File: config.mk
export PLATFORM = sky130hd
export DESIGN_NAME = sha256_msg_schedule_ctrl
export DESIGN_NICKNAME = d
export VERILOG_FILES = /design/src/rtl/sha256_msg_schedule_ctrl.sv
export SDC_FILE = /design/constraint.sdc
export NUM_CORES = 1
export LEC_CHECK = 0
export CAP_MARGIN = 20
export CORE_ASPECT_RATIO = 0.5
export CORE_MARGIN = 2
export CORE_UTILIZATION = 35
export DETAILED_ROUTE_END_ITERATION = 10
export HOLD_SLACK_MARGIN = 0.08
export SLEW_MARGIN = 20
export SYNTH_ARGS = -nofsm -noshare
export SYNTH_HDL_FRONTEND = slang
export SYNTH_SLANG_ARGS = --single-unit
File: constraint.sdc
create_clock -name clk -period 11.05 [get_ports clk]
set_input_delay 2.21 -clock clk [delete_from_list [all_inputs] [get_ports clk]]
set_output_delay 2.21 -clock clk [all_outputs]
set_load 0.02 [all_outputs]
File: src/rtl/sha256_msg_schedule_ctrl.sv
// -----------------------------------------------------------------------------
// sha256_msg_schedule_ctrl
//
// Sequences the SHA-256 message schedule for one 512-bit block.
//   * Accepts 16 message words (M[0] first) over a valid/ready port and stores
//     them in a 16-entry circular buffer.
//   * Streams W[0..63] to the compression core, one word per handshake.
//   * Words W[16..63] are computed from the buffer and written back in place,
//     so the buffer always holds the 16 most recent schedule words.
//
// Ports
//   clk        in   1   rising-edge clock
//   rst        in   1   synchronous, active-high reset
//   start      in   1   begins a block; honoured only in IDLE
//   msg_valid  in   1   msg_word is valid
//   msg_word   in  32   message word, big-endian, M[0] first
//   msg_ready  out  1   message word accepted this cycle when msg_valid (LOAD)
//   w_valid    out  1   w_out / w_index valid (GEN)
//   w_ready    in   1   consumer takes w_out this cycle
//   w_out      out 32   schedule word W[w_index] (0 when w_valid is low)
//   w_index    out  6   round index t (0 when w_valid is low)
//   busy       out  1   high in LOAD, GEN and DONE
//   done       out  1   one-cycle pulse after the W[63] handshake
// -----------------------------------------------------------------------------
module sha256_msg_schedule_ctrl (
  input  logic        clk,
  input  logic        rst,
  input  logic        start,
  input  logic        msg_valid,
  input  logic [31:0] msg_word,
  output logic        msg_ready,
  output logic        w_valid,
  input  logic        w_ready,
  output logic [31:0] w_out,
  output logic [5:0]  w_index,
  output logic        busy,
  output logic        done
);

  // Both sizes are fixed by SHA-256.
  localparam int ROUNDS = 64;
  localparam int BUF_D  = 16;

  typedef enum logic [1:0] {
    ST_IDLE = 2'd0,
    ST_LOAD = 2'd1,
    ST_GEN  = 2'd2,
    ST_DONE = 2'd3
  } state_t;

  state_t      state_r;
  state_t      state_s;
  logic [3:0]  load_cnt_r;
  logic [5:0]  t_r;
  logic [31:0] buf_r [BUF_D];

  logic        msg_acc_s;
  logic        w_acc_s;
  logic [3:0]  idx_m2_s;
  logic [3:0]  idx_m7_s;
  logic [3:0]  idx_m15_s;
  logic [3:0]  idx_m16_s;
  logic [31:0] w_calc_s;
  logic [31:0] w_word_s;

  // SHA-256 small sigma0: ROTR7 ^ ROTR18 ^ SHR3.
  function automatic logic [31:0] sigma0_func_schedule(input logic [31:0] x);
    sigma0_func_schedule = {x[6:0],  x[31:7]}  ^
                           {x[17:0], x[31:18]} ^
                           {3'b000,  x[31:3]};
  endfunction

  // SHA-256 small sigma1: ROTR17 ^ ROTR19 ^ SHR10.
  function automatic logic [31:0] sigma1_func_schedule(input logic [31:0] x);
    sigma1_func_schedule = {x[16:0], x[31:17]} ^
                           {x[18:0], x[31:19]} ^
                           {10'b00_0000_0000, x[31:10]};
  endfunction

  // Next-state and state-decoded control outputs.
  always_comb begin
    state_s   = state_r;
    msg_ready = 1'b0;
    w_valid   = 1'b0;
    busy      = 1'b0;
    done      = 1'b0;
    case (state_r)
      ST_IDLE: begin
        if (start) begin
          state_s = ST_LOAD;
        end else begin
          state_s = ST_IDLE;
        end
      end
      ST_LOAD: begin
        msg_ready = 1'b1;
        busy      = 1'b1;
        if (msg_valid && (load_cnt_r == 4'(BUF_D - 1))) begin
          state_s = ST_GEN;
        end else begin
          state_s = ST_LOAD;
        end
      end
      ST_GEN: begin
        w_valid = 1'b1;
        busy    = 1'b1;
        if (w_ready && (t_r == 6'(ROUNDS - 1))) begin
          state_s = ST_DONE;
        end else begin
          state_s = ST_GEN;
        end
      end
      ST_DONE: begin
        // start is deliberately not looked at here.
        done    = 1'b1;
        busy    = 1'b1;
        state_s = ST_IDLE;
      end
      default: begin
        state_s = ST_IDLE;
      end
    endcase
  end

  assign msg_acc_s = msg_valid && msg_ready;
  assign w_acc_s   = w_valid && w_ready;

  // Circular-buffer taps for W[t-2], W[t-7], W[t-15], W[t-16]; mod-16 wrap is free.
  always_comb begin
    idx_m2_s  = t_r[3:0] - 4'd2;
    idx_m7_s  = t_r[3:0] - 4'd7;
    idx_m15_s = t_r[3:0] - 4'd15;
    idx_m16_s = t_r[3:0];
  end

  // Schedule word for the current round; arithmetic wraps mod 2^32.
  always_comb begin
    w_calc_s = sigma1_func_schedule(buf_r[idx_m2_s]) + buf_r[idx_m7_s] +
               sigma0_func_schedule(buf_r[idx_m15_s]) + buf_r[idx_m16_s];
    if (t_r < 6'(BUF_D)) begin
      w_word_s = buf_r[idx_m16_s];
    end else begin
      w_word_s = w_calc_s;
    end
  end

  // Data outputs are forced to zero whenever no word is being offered.
  always_comb begin
    if (w_valid) begin
      w_out   = w_word_s;
      w_index = t_r;
    end else begin
      w_out   = 32'd0;
      w_index = 6'd0;
    end
  end

  // State register and load/round counters.
  always_ff @(posedge clk) begin
    if (rst) begin
      state_r    <= ST_IDLE;
      load_cnt_r <= 4'd0;
      t_r        <= 6'd0;
    end else begin
      state_r <= state_s;
      if ((state_r == ST_IDLE) && start) begin
        load_cnt_r <= 4'd0;
        t_r        <= 6'd0;
      end else if (msg_acc_s) begin
        // Wraps to 0 on the 16th word, so the counter never passes 15.
        load_cnt_r <= load_cnt_r + 4'd1;
      end else if (w_acc_s && (t_r != 6'(ROUNDS - 1))) begin
        t_r <= t_r + 6'd1;
      end
    end
  end

  // Buffer writes: message words in LOAD, computed words written back in GEN.
  // Contents are intentionally never cleared by reset.
  always_ff @(posedge clk) begin
    if (!rst && msg_acc_s) begin
      buf_r[load_cnt_r] <= msg_word;
    end else if (!rst && w_acc_s && (t_r >= 6'(BUF_D))) begin
      // Slot t&15 held W[t-16], which is no longer needed.
      buf_r[idx_m16_s] <= w_calc_s;
    end
  end

endmodule

# Word level (Yosys, flattened, before mapping)
# Memory sizes are Yosys's and may differ from the RTL's. A register that Yosys moved wholly into a read port is not among the register bits.
# Cells that the tools add are included.
# word_totals
n_memories	1
ram_bits	512
regBits	12
input_bits	37
wordCells	61
out_inout_bits	42
# memory_table
name	words	word_bits	read_ports	rd_clocked_by_memory_dff	wr	line_no	text
buf_r	16	32	4	1	1	55	logic [31:0] buf_r [BUF_D];
# classes
addsub	8
reduce_logical	15
bitwise_logic	5
muxes	21
n_lt_le_gt_ge	2
eq_ne	6
# ops
cell	count
32-bit adder	3
32-bit two-way mux	3
32-bit XOR	2
32-bit OR reduction	1
32-bit by 22-bit XOR with 32-bit output	1
32-bit by 29-bit XOR with 32-bit output	1
1-bit two-way mux	12
4-bit two-way mux	3
1-bit logical AND	9
2-bit one-hot mux with 4 select lines	1
6-bit by 1-bit adder with 6-bit output, second input constant	1
6-bit equality test, second input constant	1
6-bit by 5-bit >= comparator with 1-bit output, second input constant	1
6-bit by 5-bit less-than comparator with 1-bit output, second input constant	1
6-bit two-way mux	1
6-bit != test, second input constant	1
4-bit by 1-bit adder with 4-bit output, second input constant	1
2-bit equality test, second input constant	2
4-bit equality test, second input constant	1
4-bit by 2-bit subtractor with 4-bit output, second input constant	1
4-bit by 3-bit subtractor with 4-bit output, second input constant	1
4-bit subtractor, second input constant	1
3-bit OR reduction	1
2-bit by 1-bit equality test with 1-bit output, second input constant	1
other kinds (6)	6

# Logic depth before layout (Yosys ltp)
# Gate-level depths: netlist (run 1).
# depth
ltp_word	10
ltp_mapped	26
ltp_nobuf	21

# Worst setup path after synthesis (run 1)
# OpenSTA, ideal clock, no wires.
# synth_path
path_type	reg2out
startpoint	reg t_r[1]
endpoint	out w_out[29]
n_path_buf	5
required_time_ns	8.840
path_slack_ns	0.671
arrival_ns	8.169
stages_incl_launch_ff	27
path_cell_list	dfxtp_1 -> buf_1 -> clkbuf_1 -> clkbuf_1 -> clkbuf_1 -> inv_1 -> ha_1 -> xor2_1 -> buf_1 -> mux4_2 -> xnor2_1 -> xnor2_1 -> fa_1 -> inv_1 -> fa_1 -> inv_1 -> ha_1 -> inv_1 -> fa_1 -> nand2b_1 -> a21oi_1 -> o21bai_1 -> a211oi_1 -> nor3_1 -> o41ai_1 -> nor3_1 -> a2111oi_0
# synth_between
elab_chain_cells	9
word_cells_on_any_way	14
classes_between	6 x add/sub; 1 x order compare; 2 x mux; 4 x bitwise; 1 x memory
# synth_lines
item	line_no	text
start, declared	54	logic [5:0] t_r;
start signal, assigned	173	t_r <= t_r + 6'd1;
4-bit by 2-bit subtractor with 4-bit output	130	idx_m2_s = t_r[3:0] - 4'd2;
memory read 16 x 32 bit	-	
32-bit XOR	75	sigma1_func_schedule = {x[16:0], x[31:17]} ^
32-bit by 22-bit XOR with 32-bit output	76	{x[18:0], x[31:19]} ^
32-bit adder (2 in a row)	138	w_calc_s = sigma1_func_schedule(buf_r[idx_m2_s]) + buf_r[idx_m7_s] +
32-bit adder	139	sigma0_func_schedule(buf_r[idx_m15_s]) + buf_r[idx_m16_s];
32-bit two-way mux (*)	140	if (t_r < 6'(BUF_D)) begin
32-bit two-way mux (*)	149	if (w_valid) begin
end, declared	34	output logic [31:0] w_out,
# Mark *: on every way between the ends. The rest lies on a longest branch, timed or not.

# Final worst setup path (run 1)
# Same ends and word-level chain as after synthesis.

==> metrics.md, run 1 <==
| Metric | Value |
|---|---|
| Status | finished, final reports clean |
| Largest net degree at the start of global routing | 63 |
| Top cells by area, synth | edfxtp_1 46%, mux4_2 33%, fa_1 3.7% |
| VDD IR max | between 0.1 and 0.15 mV |
| Combinational share of power | 0.036 |
| Worst Path Max Fanout | 33 |
| Final setup skew | approximately 0.03 ns |
| Synth Cell Area | approximately 34000 µm² |
| Yosys warnings | 0 |
| Endpoints failing hold | 0 |
| Switching power | 0.897 mW |
| Post-route antenna net violation count | 0 |
| Core ar. | about 95000 µm² |
| Register area | 15700 µm² |
| CTS root buf | clkbuf_16 |
| Fill count | ~8500 |
| Worst-path clk slew | around 0.06 ns |
| Synth Area per Inst | between 15 and 20 µm² |
| Std-Cell Rows | 80 |
| Avg WL per Cell | about 33 µm |
| Max Slew Vio Count | 0 |
| Port-buffer cells | between 70 and 80 |
| Vias in the first global route | 20808 |
| CTS tree | built |
| Most common cell after layout, fill and taps aside | edfxtp_1 |
| Unique masters post-synth | between 60 and 70 |
| Tightest Pin Transition | roughly 1.1 ns |
| Static Leak | 11.7 nW |
| Area leader, netlist | edfxtp_1 |
| Setup violators final | 0 |
| Die width | about 440 µm |
| Syn nets | 2104 |
| Worst hold slack | approximately 0.52 ns |
| Initial cell density of the core | 0.353 |
| CTS sink cnt | 528 |
| Yosys reg bits | ~530 |
| Sw frac | 0.215 |
| Sequential share of power | 0.528 |
| Share of cells above drive strength 1 | 0.330 |
| Most frequent cells in the layout | 512 x edfxtp_1, 496 x mux4_2, 125 x nand2_1 |
| Vias/cell | ~6.4 |
| Diode count | 0 |
| Die H | between 200 and 250 µm |
| Post-CTS Hold Buffers | 0 |
| Vias | around 22000 |
| Crit path time final | about 11 ns |
| Tcrit/Tclk final | 0.959 |
| Clk Latency, worst-skew pair | around 0.64 ns |
| FMAX | 94.3 MHz |
| Setup crit end kind | primary output |
| Total track usage | 0.219 |
| CTS buffer count | 53 |
| CP Data Arrival Time | 8.39 ns |
| Initial antenna violation count | 4 |
| Final wirelength | roughly 110000 µm |
| Clk pwr share | 0.436 |
| Multi-input logic area | 17100 µm² |
| Die Area | 98600 µm² |
| Post-synth EDFFs | 512 |
| Final Power | between 4 and 5 mW |
| Type of the most critical hold path | reg -> reg |
| First-pass GRT wire length | 155000 µm |
| Startpoint Class | flop |
| Setup CP Type | reg -> out |
| CTS H-tree lvls | 2 |
| CTS Buffer Depth | 3 |
| Max-Cap Viols | 0 |
| Seq/Total Area, Yosys | 0.467 |
| Post-DP HPWL | roughly 70000 µm |
| Mapped Cells | between 1500 and 2000 |
| CP required | 8.84 ns |
| Detailed Route Iter0 Violations | slightly above 3000 |
| P&R area growth vs syn | 13.1% |
| Global route total overflow | 0 |
| Post-synth ARST share | 0 |
| Setup TNS | 0 ns |
| Unrepaired setup endpoints after global routing | no |
| Top cell type's share of synthesized area | 0.458 |
| Power per cell area | ~110 nW/µm² |
| First-pass detailed-route iteration total | 8 |
| Int Power | about 3.3 mW |
| Slew margin rel. | 0.239 |
| Residual DRC | 0 |
| I/O pin total | 79 |
| Placer congestion estimate | about 0.95 |
| Primary FF master, synth | edfxtp_1 |
| Final net count | around 2200 |
-- state kept, by name (all words and copies together), names as in the netlist, named ones only --
name        flops
t_r             6
buf_r         512
state_r         1
load_cnt_r      4
-- final cells by class --
| cell class | instances | share of cell area |
|---|---|---|
| Clock buffer | 65 | 0.0361 |
| Inverter | 117 | 0.0116 |
| Sequential cell | 528 | 0.414 |
| Multi-Input combinational cell | 1187 | 0.450 |
| Tap cell | 1271 | 0.0419 |
| Clock inverter | 33 | 0.00837 |
| Timing Repair Buffer | 147 | 0.0383 |
-- layer usage --
| metal | track usage | up-vias | share of wire |
|---|---|---|---|
| met5 | 0 | - | 0 |
| met4 | 0.0660 | 0 | 0.033 |
| met3 | 0.0477 | 231 | 0.11 |
| li1 | - | 8296 | - |
| met2 | 0.342 | 1392 | 0.46 |
| met1 | 0.308 | 11588 | 0.40 |
-- Yosys cell counts (all sizes together) (3+ instances only) --
library cell,count
and3,4
o21ai,23
or3,10
nor4,3
nand3,18
inv,117
edfxtp,512
mux4,511
o2111ai,6
nor2,63
dfxtp,16
a211o,5
mux2,4
mux2i,4
a211oi,10
and2,5
or2,3
nor3,11
o21bai,3
nand4,8
o31ai,5
a21oi,54
fa,62
xnor2,126
clkbuf,79
a31oi,9
xor2,21
ha,35
o21a,7
o211a,3
a21o,8
o211ai,6
nand2b,6
nand2,125
buf,59
-- final timing paths --
| kind | start | to | slack (ns) | depth (start not counted) |
|---|---|---|---|---|
| min reg2reg | state_r[0]$_SDFF_PP0_ | state_r[0]$_SDFF_PP0_ | 0.52 | 1 |
| max reg2reg | t_r[0]$_SDFFE_PP0P_ | buf_r[1][26]$_DFFE_PP_ | 3.02 | 20 |
| max | t_r[1]$_SDFFE_PP0P_ | w_out[29] | 0.45 | 22 |
| min | state_r[0]$_SDFF_PP0_ | state_r[0]$_SDFF_PP0_ | 0.52 | 1 |
-- power groups by stage --
stage	clock [mW]	combinational, mW	sequential [mW]
2_1_floorplan	0	0.0873	2.24
3_3_place_gp	0	0.145	2.24
3_5_place_dp	0	0.147	2.24
4_1_cts	1.84	0.148	2.20
5_1_grt	1.91	0.164	2.20
6_report	1.82	0.151	2.20
-- worst max-delay path, stage by stage (launching register included) --
cell and delay (ns):
dfxtp_4 0.49, buf_4 0.46, buf_4 0.57, mux4_2 0.40
mux4_2 0.60, xnor2_1 0.31, xnor2_1 0.19, fa_1 0.44
inv_1 0.08, fa_1 0.40, inv_1 0.07, ha_1 0.17
inv_1 0.07, fa_1 0.46, nand2b_1 0.19, a21oi_1 0.31
o21bai_1 0.25, a211oi_2 0.44, nor3_1 0.11, o41ai_1 0.55
nor3_1 0.08, a2111oi_0 0.40, clkdlybuf4s50_1 0.68
-- through the flow --
step	area (µm²)	worst slack, ns	instances	utilization
after CTS	37900	0.0795	3344	0.398
after global routing	38000	0.0370	3348	0.399
after floorplan	33600	0.671	1970	-
after detailed placement	36200	0.788	3246	0.381
final	38000	0.448	3348	0.399
after global placement	36200	0.886	3246	0.381
-- logic make-up (layout without fill, tap and decap cells) --
kind of cell             after synthesis  after routing  synth area share
AO/OA/AOI/OAI                        159            159            0.0309
flip-flops                           528            528             0.467
XOR/XNOR                             147            147            0.0398
buffers and inverters                255            362            0.0301
multiplexers                         519            519             0.347
adder cells (fa/ha/maj)               97             97            0.0500
AND/OR/NAND/NOR                      265            265            0.0347
-- repair_timing --
action                     in CTS  in global routing
resized for setup               0                  2
setup buffers                   0                  1
setup endpoints to repair       0                  3
Power figures use the tool's default switching activity.
==> inputs of run 2 (changes only) <==
--- a/config.mk
+++ b/config.mk
@@ -5,7 +5,6 @@
 export SDC_FILE = /design/constraint.sdc
 export NUM_CORES = 1
 export LEC_CHECK = 0
-export CAP_MARGIN = 20
 export CORE_ASPECT_RATIO = 0.5
 export CORE_MARGIN = 2
 export CORE_UTILIZATION = 35
==> run 2 against run 1 <==
  * Cell count hardly changed
  * Count of clock-buffer cells in the layout unchanged
  * Clock power barely moved
  * Via count rose by 0.11%
  * Clock skew grew 0.00095 ns
  * Utilization is essentially flat
  * Register-to-register slack improved by 0.12 ns
  * First-iteration DRC count about the same
  * Combinational power is essentially flat
  * Global-route usage unchanged
  * Total power hardly changed
  * Die area unchanged
  * Critical endpoint unchanged
  * Largest power group unchanged
==> metrics.md, run 2 (synthesis gave the netlist of run 1 again) <==
| Metric | Value |
|---|---|
| Status | finished, final reports clean |
| CP Data Arrival Time | 8.36 ns (-0.03 ns) |
| Port-buffer cells | 78 (unchanged) |
| Clk Latency, worst-skew pair | 0.64 ns (about the same) |
| Placer congestion estimate | 0.951 (unchanged) |
| CTS tree | built |
| Die width | 442 µm (unchanged) |
| CTS H-tree lvls | 2 (unchanged) |
| I/O pin total | 79 (unchanged) |
| Unrepaired setup endpoints after global routing | no |
| Die H | 223 µm (unchanged) |
| Most common cell after layout, fill and taps aside | edfxtp_1 |
| Residual DRC | 0 (unchanged) |
| Worst Path Max Fanout | 33 (unchanged) |
| P&R area growth vs syn | 13.1% (about the same) |
| Slew margin rel. | 0.233 (-0.00602) |
| CTS sink cnt | 528 (unchanged) |
| Final net count | 2167 (-0.046%) |
| Post-route antenna net violation count | 0 (unchanged) |
| Max-Cap Viols | 0 (unchanged) |
| Setup crit end kind | primary output |
| Crit path largest cell delay | 0.68 ns (about the same) |
| Type of the most critical hold path | reg -> reg |
| First-pass detailed-route iteration total | 5 (-3) |
| CTS Buffer Depth | 3 (unchanged) |
| Most frequent cells in the layout | 512 x edfxtp_1, 496 x mux4_2, 125 x nand2_1 |
| Vias in the first global route | 20808 (unchanged) |
| Total track usage | 0.219 (unchanged) |
| Setup violators final | 0 (unchanged) |
| Initial cell density of the core | 0.353 (unchanged) |
| Largest net degree at the start of global routing | 63 (unchanged) |
| Tcrit/Tclk final | 0.957 (-0.00284) |
| Die Area | 98600 µm² (unchanged) |
| Crit path time final | 10.57 ns (-0.0314 ns) |
| Buffers & Inverters on Critical Path | 6 (unchanged) |
| Worst-path clk slew | 0.06 ns (about the same) |
| PnR worst setup slack | 0.479 ns (+0.0314 ns) |
| Top reg by flops | buf_r |
| Avg WL per Cell | 32.8 µm (about the same) |
| CP max stage cell | clkdlybuf4s50_1 |
| CTS buffer count | 53 (unchanged) |
| Endpoints failing hold | 0 (unchanged) |
| Global route total overflow | 0 (unchanged) |
| Final wirelength | 110000 µm (-0.12%) |
| Share of cells above drive strength 1 | 0.330 (about the same) |
| Initial antenna violation count | 4 (unchanged) |
| Top Registers | buf_r: 512 flops, t_r: 6 flops, load_cnt_r: 4 flops |
| Setup TNS | 0 ns (unchanged) |
| Setup CP Type | reg -> out |
| CP required | 8.84 ns (about the same) |
| Diode count | 0 (unchanged) |
| Post-DP HPWL | 69900 µm (unchanged) |
| CTS root buf | clkbuf_16 |
| Startpoint Class | flop |
| Tightest Pin Transition | 1.15 ns (+0.00901 ns) |
| Vias/cell | 6.43 (+0.14%) |
| Static Leak | 11.6 nW (about the same) |
| Vias | 21531 (+0.11%) |
| Post-CTS Hold Buffers | 0 (unchanged) |
| Core ar. | 95200 µm² (unchanged) |
| VDD IR max | 0.112 mV (-0.19%) |
| First-pass GRT wire length | 155000 µm (unchanged) |
| Final setup skew | 0.0317 ns (+0.000953 ns) |
| Power per cell area | 110 nW/µm² (about the same) |
| Largest register FFs | 512 (unchanged) |
| FMAX | 94.6 MHz (+0.30%) |
| Critical path cell sequence | buf_4 -> buf_4 -> mux4_2 -> mux4_2 -> xnor2_1 -> xnor2_1 -> fa_1 -> inv_1 -> fa_1 -> inv_1 -> ha_1 -> inv_1 -> fa_1 -> nand2b_1 -> a21oi_1 -> o21bai_1 -> a211oi_2 -> nor3_1 -> o41ai_1 -> nor3_1 -> a2111oi_0 -> clkdlybuf4s50_1 |
| Detailed Route Iter0 Violations | 3038 (+0.066%) |
| Max Slew Vio Count | 0 (unchanged) |
| Pre-CTS setup slack | 0.788 ns (unchanged) |
| Std-Cell Rows | 80 (unchanged) |
| Delay-heaviest family, CP | compound AO/OA/AOI/OAI gates |
-- run 2: path summary, 6_finish.rpt --
path                         startpoint                      to  slack [ns]  cells past startpoint
hold / removal    state_r[0]$_SDFF_PP0_   state_r[0]$_SDFF_PP0_        0.53                      1
setup / recovery    t_r[1]$_SDFFE_PP0P_               w_out[29]        0.48                     22
setup reg to reg    t_r[0]$_SDFFE_PP0P_  buf_r[1][26]$_DFFE_PP_        3.14                     20
hold reg to reg   state_r[0]$_SDFF_PP0_   state_r[0]$_SDFF_PP0_        0.53                      1
-- run 2: power breakdown --
group	internal [mW]	switching (mW)	total, mW
clock	1.02	0.797	1.82
combinational	0.0523	0.0980	0.150
sequential	2.20	0.00293	2.20
-- run 2: per-layer routing --
layer	global-route usage	vias up	wire length, µm
met5	0	-	0
met1	0.308	11623	43900
met2	0.342	1407	50800
met3	0.0477	210	11400
li1	-	8291	-
met4	0.0660	0	3410
-- run 2: layout make-up --
| class | instances | area, µm² |
|---|---|---|
| clock inverters | 33 | 318 |
| repair buffers | 146 | 1450 |
| well taps | 1271 | 1590 |
| inverters | 117 | 439 |
| clock buffers | 65 | 1370 |
| flip-flops and latches | 528 | 15700 |
| multi-input cells | 1187 | 17100 |
| fillers | 8522 | 57200 |
-- run 2: timing repair --
action,4_1_cts,5_1_grt
buffers inserted,0,1
gates resized for setup,0,2
setup endpoints to repair,0,3
endpoints found under the hold margin,0,0
-- run 2: worst reg2reg max path, stage by stage, from the launching register on --
cell and delay, ns:
dfxtp_4 0.67, ha_4 0.56, buf_12 0.29, buf_4 0.31, mux4_1 0.38, mux4_2 0.63
xnor2_1 0.27, xnor2_1 0.15, fa_1 0.56, inv_1 0.05, fa_1 0.38, inv_1 0.07
ha_1 0.29, a21o_1 0.19, a21oi_1 0.19, a21oi_1 0.15, o31ai_1 0.66, a22oi_1 0.34
a31o_2 0.36, o311ai_1 0.54, nand2_1 0.47
-- run 2: metrics by stage --
| step | instances | cell area (µm²) | hold WS, ns | utilization | power [mW] |
|---|---|---|---|---|---|
| after floorplan | 1970 | 33600 | 0.472 | - | 2.33 |
| final | 3347 | 38000 | 0.529 | 0.399 | 4.17 |
| after detailed placement | 3246 | 36200 | 0.511 | 0.381 | 2.39 |
| after global routing | 3347 | 38000 | 0.551 | 0.399 | 4.28 |
| after global placement | 3246 | 36200 | 0.503 | 0.381 | 2.39 |
| after CTS | 3344 | 37900 | 0.521 | 0.398 | 4.19 |
==> inputs of run 3 (changes only) <==
--- a/config.mk
+++ b/config.mk
@@ -8,6 +8,7 @@
 export CORE_ASPECT_RATIO = 0.5
 export CORE_MARGIN = 2
 export CORE_UTILIZATION = 35
+export CTS_CLUSTER_SIZE = 8
 export DETAILED_ROUTE_END_ITERATION = 10
 export HOLD_SLACK_MARGIN = 0.08
 export SLEW_MARGIN = 20
==> run 3 against run 2 <==
  * First-iteration DRC count down 9.3%
  * Global-route usage grew 0.16 points
  * Clock power up 16%
  * Utilization rose by 0.41 points
  * Register-to-register slack worse by 0.08 ns
  * Total power increased by 7.1%
  * Critical path type unchanged
  * Routed wire length decreased by 0.15%
  * Count of clock-buffer cells in the layout grew 28
  * Die area unchanged
==> metrics.md, run 3 (synthesis gave the netlist of run 1 again) <==
| Metric | Value |
|---|---|
| Power per cell area | 116 nW/µm² (+6.0%) |
| Max-Cap Viols | 0 (unchanged) |
| Final Power | 4.46 mW (+7.1%) |
| First-pass GRT wire length | 156000 µm (+0.46%) |
| Setup crit end kind | primary output |
| CTS Buffer Depth | 3 (unchanged) |
| Vias/cell | 6.40 (-0.54%) |
| Detailed Route Iter0 Violations | 2755 (-9.3%) |
| Avg WL per Cell | 32.7 µm (-0.24%) |
| Die Area | 98600 µm² (unchanged) |
| Final wirelength | 109000 µm (-0.15%) |
| Post-route antenna net violation count | 0 (unchanged) |
| Final setup skew | 0.0306 ns (-0.00106 ns) |
| CTS tree | built |
| VDD IR max | 0.104 mV (-7.7%) |
| I/O pin total | 79 (unchanged) |
| Placer congestion estimate | 0.951 (unchanged) |
| Std-Cell Rows | 80 (unchanged) |
| Setup CP Type | reg -> out |
| Slew margin rel. | 0.254 (+0.0207) |
| Largest register FFs | 512 (unchanged) |
| Total track usage | 0.221 (+0.00158) |
| Hold wc startpoint | state_r[0]$_SDFF_PP0_ |
| Crit path time final | 10.64 ns (+0.0649 ns) |
| Vias in the first global route | 20969 (+0.77%) |
| Initial cell density of the core | 0.353 (unchanged) |
| Highest metal used | met4 |
| Die width | 442 µm (unchanged) |
| Core ar. | 95200 µm² (unchanged) |
| Unrepaired setup endpoints after global routing | no |
| FMAX | 94.0 MHz (-0.61%) |
| Port-buffer cells | 78 (unchanged) |
| Startpoint Class | flop |
| Share of cells above drive strength 1 | 0.335 (+0.00498) |
| Static Leak | 11.8 nW (+1.6%) |
| CTS root buf | clkbuf_16 |
| Final instance area | 38400 µm² (+1.0%) |
| Vias | 21435 (-0.45%) |
| Top reg by flops | buf_r |
| CTS H-tree lvls | 3 (+1) |
| Final net count | 2190 (+1.1%) |
| Post-CTS Hold Buffers | 0 (unchanged) |
| Global route total overflow | 0 (unchanged) |
| Initial antenna violation count | 4 (unchanged) |
| M1 wire length | 42400 µm (-3.4%) |
| Crit path from | t_r[1]$_SDFFE_PP0P_ |
| Setup TNS | 0 ns (unchanged) |
| Type of the most critical hold path | reg -> reg |
| Met3 WL | 13000 µm (+14%) |
| Worst Path Max Fanout | 33 (unchanged) |
| CP Data Arrival Time | 8.43 ns (+0.07 ns) |
| Wire length on met2 | 50500 µm (-0.73%) |
| Most frequent cells in the layout | 512 x edfxtp_1, 496 x mux4_2, 125 x nand2_1 |
| Post-DP HPWL | 69900 µm (unchanged) |
| Multi-input logic area | 17100 µm² (unchanged) |
| CTS sink cnt | 528 (unchanged) |
| Worst-path clk slew | 0.05 ns (about the same) |
| Fill count | 8428 (-1.1%) |
| Die H | 223 µm (unchanged) |
| Post-Place Cell Area | 36200 µm² (unchanged) |
| CTS buffer count | 76 (+43%) |
| Setup violators final | 0 (unchanged) |
| Endpoints failing hold | 0 (unchanged) |
| Largest net degree at the start of global routing | 63 (unchanged) |
| Tightest Pin Transition | 1.12 ns (-0.0310 ns) |
| Top Registers | buf_r: 512 flops, t_r: 6 flops, load_cnt_r: 4 flops |
| CP required | 8.84 ns (about the same) |
| P&R area growth vs syn | 14.3% |
| RR Startpoint | t_r[0]$_SDFFE_PP0P_ |
| Clk Latency, worst-skew pair | 0.64 ns (about the same) |
| Register area | 15700 µm² (unchanged) |
| Tcrit/Tclk final | 0.963 (+0.00588) |
| First-pass detailed-route iteration total | 7 (+2) |
| Most common cell after layout, fill and taps aside | edfxtp_1 |
| Status | finished, final reports clean |
| Max Slew Vio Count | 0 (unchanged) |
| Residual DRC | 0 (unchanged) |
[run 3: timing repair]
item / CTS / global route
resized for setup: 0 / 2
endpoints found under the setup margin: 0 / 3
buffers inserted: 0 / 1
[run 3: worst max-delay path, cell delays in order, from the launching register on]
cell and delay [ns]:
dfxtp_4 0.48, buf_4 0.47, buf_4 0.56, mux4_2 0.40, mux4_2 0.61, xnor2_1 0.31, xnor2_1 0.20, fa_1 0.44
inv_1 0.08, fa_1 0.40, inv_1 0.07, ha_1 0.17, inv_1 0.07, fa_1 0.46, nand2b_1 0.19, a21oi_1 0.30
o21bai_1 0.25, a211oi_2 0.49, nor3_1 0.12, o41ai_1 0.56, nor3_1 0.08, a2111oi_0 0.39, clkdlybuf4s50_1 0.68
[run 3: metrics by stage]
step,setup WS [ns],util,std cells,hold slack [ns]
after floorplan,0.671,-,1970,0.472
after global placement,0.886,0.381,3246,0.503
after detailed placement,0.788,0.381,3246,0.511
after CTS,0.0942,0.402,3346,0.520
after global routing,0.0272,0.403,3349,0.549
final,0.414,0.403,3350,0.527
[run 3: final cells by class]
class | instances | area share
clock buffer | 93 | 0.0524
multi-input combinational | 1187 | 0.445
clock inverter | 7 | 0.00183
tap | 1271 | 0.0415
inverter | 117 | 0.0114
antenna | 1 | 0.0000652
timing repair buffer | 146 | 0.0377
sequential | 528 | 0.410
[run 3: worst paths after layout]
path | to | slack (ns) | depth (start not counted)
hold reg to reg | state_r[0]$_SDFF_PP0_ | 0.53 | 1
setup reg to reg | buf_r[12][26]$_DFFE_PP_ | 3.06 | 20
hold / removal | state_r[0]$_SDFF_PP0_ | 0.53 | 1
setup / recovery | w_out[29] | 0.41 | 22
[run 3: metal layers]
layer | track usage | vias up
met5 | 0 | -
met4 | 0.0702 | 0
met3 | 0.0560 | 225
met2 | 0.341 | 1445
met1 | 0.307 | 11442
li1 | - | 8323
[run 3: where the power goes]
group	internal (mW)	total, mW	switching, mW
combinational	0.0523	0.150	0.0978
clock	1.26	2.11	0.851
sequential	2.20	2.21	0.00293
